File: config.mk
export PLATFORM = sky130hd
export DESIGN_NAME = lshift_pipe
export DESIGN_NICKNAME = d
export VERILOG_FILES = /design/src/rtl/fhe_acc_pkg.sv /design/src/rtl/lshift_stage.sv /design/src/rtl/lshift_pipe.sv
export SDC_FILE = /design/constraint.sdc
export NUM_CORES = 2
export LEC_CHECK = 0
export CAP_MARGIN = 20
export CORE_MARGIN = 8
export CORE_UTILIZATION = 54
export CTS_CLUSTER_SIZE = 30
export DETAILED_ROUTE_END_ITERATION = 10
export PLACE_DENSITY = 0.77
export SYNTH_ARGS = -nofsm -noshare
export SYNTH_HDL_FRONTEND = slang
export SYNTH_SLANG_ARGS = --single-unit
File: constraint.sdc
create_clock -name clk -period 29 [get_ports clk]
set_input_delay 4.35 -clock clk [delete_from_list [all_inputs] [get_ports clk]]
set_output_delay 4.35 -clock clk [all_outputs]
set_load 0.02 [all_outputs]
File: src/rtl/fhe_acc_pkg.sv
// Shared FHE accelerator definitions: left-shifter defaults and beat payload.
package fhe_acc_pkg;

  localparam int unsigned LSHIFT_BIT_WIDTH = 108;
  localparam int unsigned LSHIFT_K_WIDTH   = 7;
  localparam int unsigned LSHIFT_TAG_WIDTH = 8;

  // One beat travelling through the left-shift pipe
  typedef struct packed {
    logic [LSHIFT_BIT_WIDTH-1:0] data;
    logic [LSHIFT_K_WIDTH-1:0]   k;
    logic                        ovf;
    logic [LSHIFT_TAG_WIDTH-1:0] tag;
  } lshift_beat_t;

endpackage

File: src/rtl/lshift_stage.sv
// One pipe stage: conditional left shift by 2^STAGE with shifted-out detection.
module lshift_stage
  import fhe_acc_pkg::*;
#(
  parameter int unsigned BIT_WIDTH = LSHIFT_BIT_WIDTH,
  parameter int unsigned K_WIDTH   = LSHIFT_K_WIDTH,
  parameter int unsigned TAG_WIDTH = LSHIFT_TAG_WIDTH,
  parameter int unsigned STAGE     = 0
) (
  input  logic                 clk,
  input  logic                 rst,
  input  logic                 load,
  input  logic                 up_valid,
  input  logic [BIT_WIDTH-1:0] up_data,
  input  logic [K_WIDTH-1:0]   up_k,
  input  logic                 up_ovf,
  input  logic [TAG_WIDTH-1:0] up_tag,
  output logic                 valid,
  output logic [BIT_WIDTH-1:0] data,
  output logic [K_WIDTH-1:0]   k,
  output logic                 ovf,
  output logic [TAG_WIDTH-1:0] tag
);

  localparam int unsigned SHIFT = 32'd1 << STAGE;

  logic [BIT_WIDTH-1:0] shifted;
  logic                 lost;
  logic [BIT_WIDTH-1:0] data_n;
  logic                 ovf_n;

  // Shifted operand and OR of the bits pushed off the top
  if (SHIFT < BIT_WIDTH) begin : g_part
    assign shifted = up_data << SHIFT;
    assign lost    = |up_data[BIT_WIDTH-1 -: SHIFT];
  end else begin : g_full
    assign shifted = '0;
    assign lost    = |up_data;
  end

  // Select shifted or pass-through and accumulate overflow
  always_comb begin
    data_n = up_data;
    ovf_n  = up_ovf;
    if (up_k[STAGE]) begin
      data_n = shifted;
      ovf_n  = up_ovf | lost;
    end
  end

  // Stage register; loads whenever this slot is free or draining
  always_ff @(posedge clk or posedge rst) begin
    if (rst) begin
      valid <= 1'b0;
      data  <= '0;
      k     <= '0;
      ovf   <= 1'b0;
      tag   <= '0;
    end else if (load) begin
      valid <= up_valid;
      data  <= data_n;
      k     <= up_k;
      ovf   <= ovf_n;
      tag   <= up_tag;
    end
  end

endmodule

File: src/rtl/lshift_pipe.sv
// Pipelined valid/ready logical left barrel shifter with overflow flag and tag.
module lshift_pipe
  import fhe_acc_pkg::*;
#(
  parameter int unsigned BIT_WIDTH   = LSHIFT_BIT_WIDTH,
  parameter int unsigned SHIFT_WIDTH = LSHIFT_K_WIDTH,
  parameter int unsigned TAG_WIDTH   = LSHIFT_TAG_WIDTH
) (
  input  logic                   clk,
  input  logic                   rst,
  input  logic                   in_valid,
  output logic                   in_ready,
  input  logic [BIT_WIDTH-1:0]   in_data,
  input  logic [SHIFT_WIDTH-1:0] in_k,
  input  logic [TAG_WIDTH-1:0]   in_tag,
  output logic                   out_valid,
  input  logic                   out_ready,
  output logic [BIT_WIDTH-1:0]   out_data,
  output logic                   out_ovf,
  output logic [TAG_WIDTH-1:0]   out_tag
);

  // Index 0 is the input port, index i+1 is the output of stage i
  logic [SHIFT_WIDTH:0]   v;
  logic [BIT_WIDTH-1:0]   d_a [0:SHIFT_WIDTH];
  logic [SHIFT_WIDTH-1:0] k_a [0:SHIFT_WIDTH];
  logic                   o_a [0:SHIFT_WIDTH];
  logic [TAG_WIDTH-1:0]   t_a [0:SHIFT_WIDTH];
  logic [SHIFT_WIDTH-1:0] rdy;
  logic [SHIFT_WIDTH-1:0] k_tail_unused;

  assign v[0]   = in_valid;
  assign d_a[0] = in_data;
  assign k_a[0] = in_k;
  assign o_a[0] = 1'b0;
  assign t_a[0] = in_tag;

  for (genvar i = 0; i < SHIFT_WIDTH; i++) begin : g_stage
    // Stage i may load if any slot from i onward is empty or the consumer takes a beat
    assign rdy[i] = out_ready | ~(&v[SHIFT_WIDTH:i+1]);

    lshift_stage #(
      .BIT_WIDTH (BIT_WIDTH),
      .K_WIDTH   (SHIFT_WIDTH),
      .TAG_WIDTH (TAG_WIDTH),
      .STAGE     (i)
    ) u_stage (
      .clk      (clk),
      .rst      (rst),
      .load     (rdy[i]),
      .up_valid (v[i]),
      .up_data  (d_a[i]),
      .up_k     (k_a[i]),
      .up_ovf   (o_a[i]),
      .up_tag   (t_a[i]),
      .valid    (v[i+1]),
      .data     (d_a[i+1]),
      .k        (k_a[i+1]),
      .ovf      (o_a[i+1]),
      .tag      (t_a[i+1])
    );
  end

  // Output port is the last stage register; the remaining shift amount is spent there
  assign in_ready      = rdy[0];
  assign out_valid     = v[SHIFT_WIDTH];
  assign out_data      = d_a[SHIFT_WIDTH];
  assign out_ovf       = o_a[SHIFT_WIDTH];
  assign out_tag       = t_a[SHIFT_WIDTH];
  assign k_tail_unused = k_a[SHIFT_WIDTH];

endmodule

==> reports/results.txt <==
Run status - finished clean
Final period util - 0.3979
Unique masters post-synth - 29
Slew @ Worst Pin - 1.068 ns
RSZ-0062 raised after global routing - false
Worst skew pair latency - 0.64 ns
Tot Pwr - 4239 µW
Post-detail-place hpwl - 63340 µm
Final WL - 89740 µm
Clock root buffer - clkbuf_16
Post-cts sizing count - 0
DRC viols - 0
LEAKAGE - 0.01931 µW
Syn Inst Count - 3752
Chip width - 282.3 µm
Max Clock Freq - 86.67 MHz
Layout Skew - 0.03292 ns
Pwr/cell area - 98.17 nW/µm²
GRT overflow - 0
Global placer's final weighted congestion - 0.8945
Endpoints failing setup - 0
# Post-CTS Setup Buffers - 0
I/O pin count - 246
Area Growth Syn to Fin - 12.72%
CP required - 24.65 ns
Data arrival, critical path - 7.19 ns
Vias in the first global route - 25163
Iteration-0 DRC Markers - 2122
Buffers added on ports - 245
Max Cap Viol - 0
Vias post-DR - 25796
H-tree Lvls - 3
Cell Area, Synth - 38300 µm²
Worst-path clk slew - 0.06 ns
Largest net degree at the start of global routing - 181
Syn_area_per_cell - 10.21 µm²
Antenna Diode Count - 0
Minimum clock period - 11.54 ns
Initial Util - 0.5460
Setup crit start - out_ready
First-pass GRT wire length - 142700 µm
Worst setup path category - primary input to output pin
Worst r2r src - g_stage[6].u_stage.valid
Slew headroom - 0.2883
WL/cell - 18.89 µm
Placed Area - 40180 µm²
Yosys warns - 0
Max-slew violation count - 0
Crit-path max FO - 97
Nets - 3871
All-Layer GR Usage - 0.2237
HP Start - g_stage[6].u_stage.tag[1]
Finished Cell Area - 43170 µm²
CTS tree - yes
Core Area - 70150 µm²
Via/cell ratio - 5.428
Layout cell share with drive strength beyond 1 - 0.05273
CTS Hold Bufs - 0
Synth Register Bits - 847
Final setup TNS - 0 ns
Die height - 282.3 µm
Tightest Hold Check Type - flop to flop
Die area - 79700 µm²
CTS max path bufs - 3
Std cell rows - 97
Crit path capture type - output pin
Inserted Clock Buffers - 84
Final Hold Fails - 0
Setup crit start kind - primary input
Sink Count - 847
1st-pass router iterations - 5
VDD IR max - 0.05688 mV
Final core occ - 0.6155
Synth Net Count - 3879
Initial antenna violation count - 0
Register area share after synthesis - 0.5534
Final antenna-violating net count - 0
==> power breakdown <==
group | leakage (µW) | internal, µW | total, µW | switching, µW
Combinational | 0.00754 | 498 | 1080 | 578
Clock | 0.00142 | 646 | 1110 | 465
Sequential | 0.0103 | 1590 | 2050 | 460
==> per-stage QoR <==
stage	worst slack, ns	hold slack [ns]	std cells
floorplan	0.8520	0.4309	3752
global placement	17.44	0.4325	4593
detailed placement	17.44	0.4534	4593
CTS	17.45	0.4688	4747
global route	17.26	0.4896	4752
finish	17.46	0.4624	4752
==> cell type report <==
cell class / instances / area (µm²)
Clock buffer: 118 / 2441
Clock inverter: 36 / 419.2
Fill cell: 5689 / 26980
Inverter: 2 / 15.01
Multi-Input combinational cell: 2531 / 15090
Sequential cell: 847 / 21220
Tap cell: 940 / 1176
Timing Repair Buffer: 278 / 2814
==> path summary, 6_finish.rpt <==
path	to	slack [ns]	cells past startpoint
setup / recovery	in_ready	17.46	5
setup reg to reg	g_stage[1].u_stage.data[67]	25.29	6
hold reg to reg	g_stage[6].u_stage.tag[1]	0.46	2
max in group asynchronous	g_stage[5].u_stage.k[6]	22.53	5
min in group asynchronous	g_stage[6].u_stage.data[86]	4.27	2
hold / removal	g_stage[6].u_stage.tag[1]	0.46	2
==> sequential cells by signal (all words and copies together), names as in the netlist <==
name,cells
g_stage.u_stage.data,756
g_stage.u_stage.tag,56
g_stage.u_stage.k,21
g_stage.u_stage.ovf,7
g_stage.u_stage.valid,7
==> cells in the mapped netlist <==
cell type,count,area [µm²]
nor4_1,31,193.9
nand2b_1,98,613.1
dfrtp_1,847,21200
clkbuf_1,151,566.8
and2_1,3,18.77
nand3_1,4,20.02
nand4_1,7,43.79
nand2_1,845,3172
nand4_4,1,21.27
or4_1,1,7.510
and2_0,1,6.260
buf_4,147,1104
mux2_2,11,123.9
o21ai_0,618,3093
mux2i_1,629,6296
or2_2,2,12.51
nor2_1,113,424.2
mux2_1,14,157.7
o21ai_1,1,5.000
o22ai_1,1,6.260
buf_2,66,330.3
nor2b_1,1,6.260
and4b_1,1,10.01
inv_1,2,7.510
a31oi_1,1,6.260
and3_1,1,6.260
nand3b_1,35,262.8
a21oi_1,112,560.5
buf_1,8,30.03
==> layer usage <==
metal	part of all wire	track usage
met1	0.47	0.3332
met3	0.050	0.03332
met4	0.025	0.06613
met2	0.45	0.3396
met5	0	0
==> cells in the final DEF, fill, tap and decap left out, types with 19 or more instances in the layout <==
cell and count:
nand2_1 845, dfrtp_1 841, mux2i_1 629, o21ai_0 618, clkdlybuf4s50_1 244, nor2_1 113, a21oi_1 112, nand2b_1 98
clkbuf_16 85, nand3b_1 35, nor4_1 31, buf_4 27, clkinv_2 19, clkbuf_8 19
==> logic make-up (layout without fill, tap and decap cells) <==
| logic type | Yosys count | count (layout) | synth area share |
|---|---|---|---|
| compound gates | 733 | 733 | 0.09585 |
| mux | 654 | 654 | 0.1717 |
| buf+inv | 374 | 434 | 0.05322 |
| simple gates | 1144 | 1144 | 0.1258 |
| flops | 847 | 847 | 0.5534 |
==> critical path: stages <==
cell and delay (ns):
clkdlybuf4s50_1 0.48, and4b_4 0.34, buf_4 0.63, nand4_4 0.62, clkdlybuf4s50_1 0.73
(Power assumes the default switching activity.)
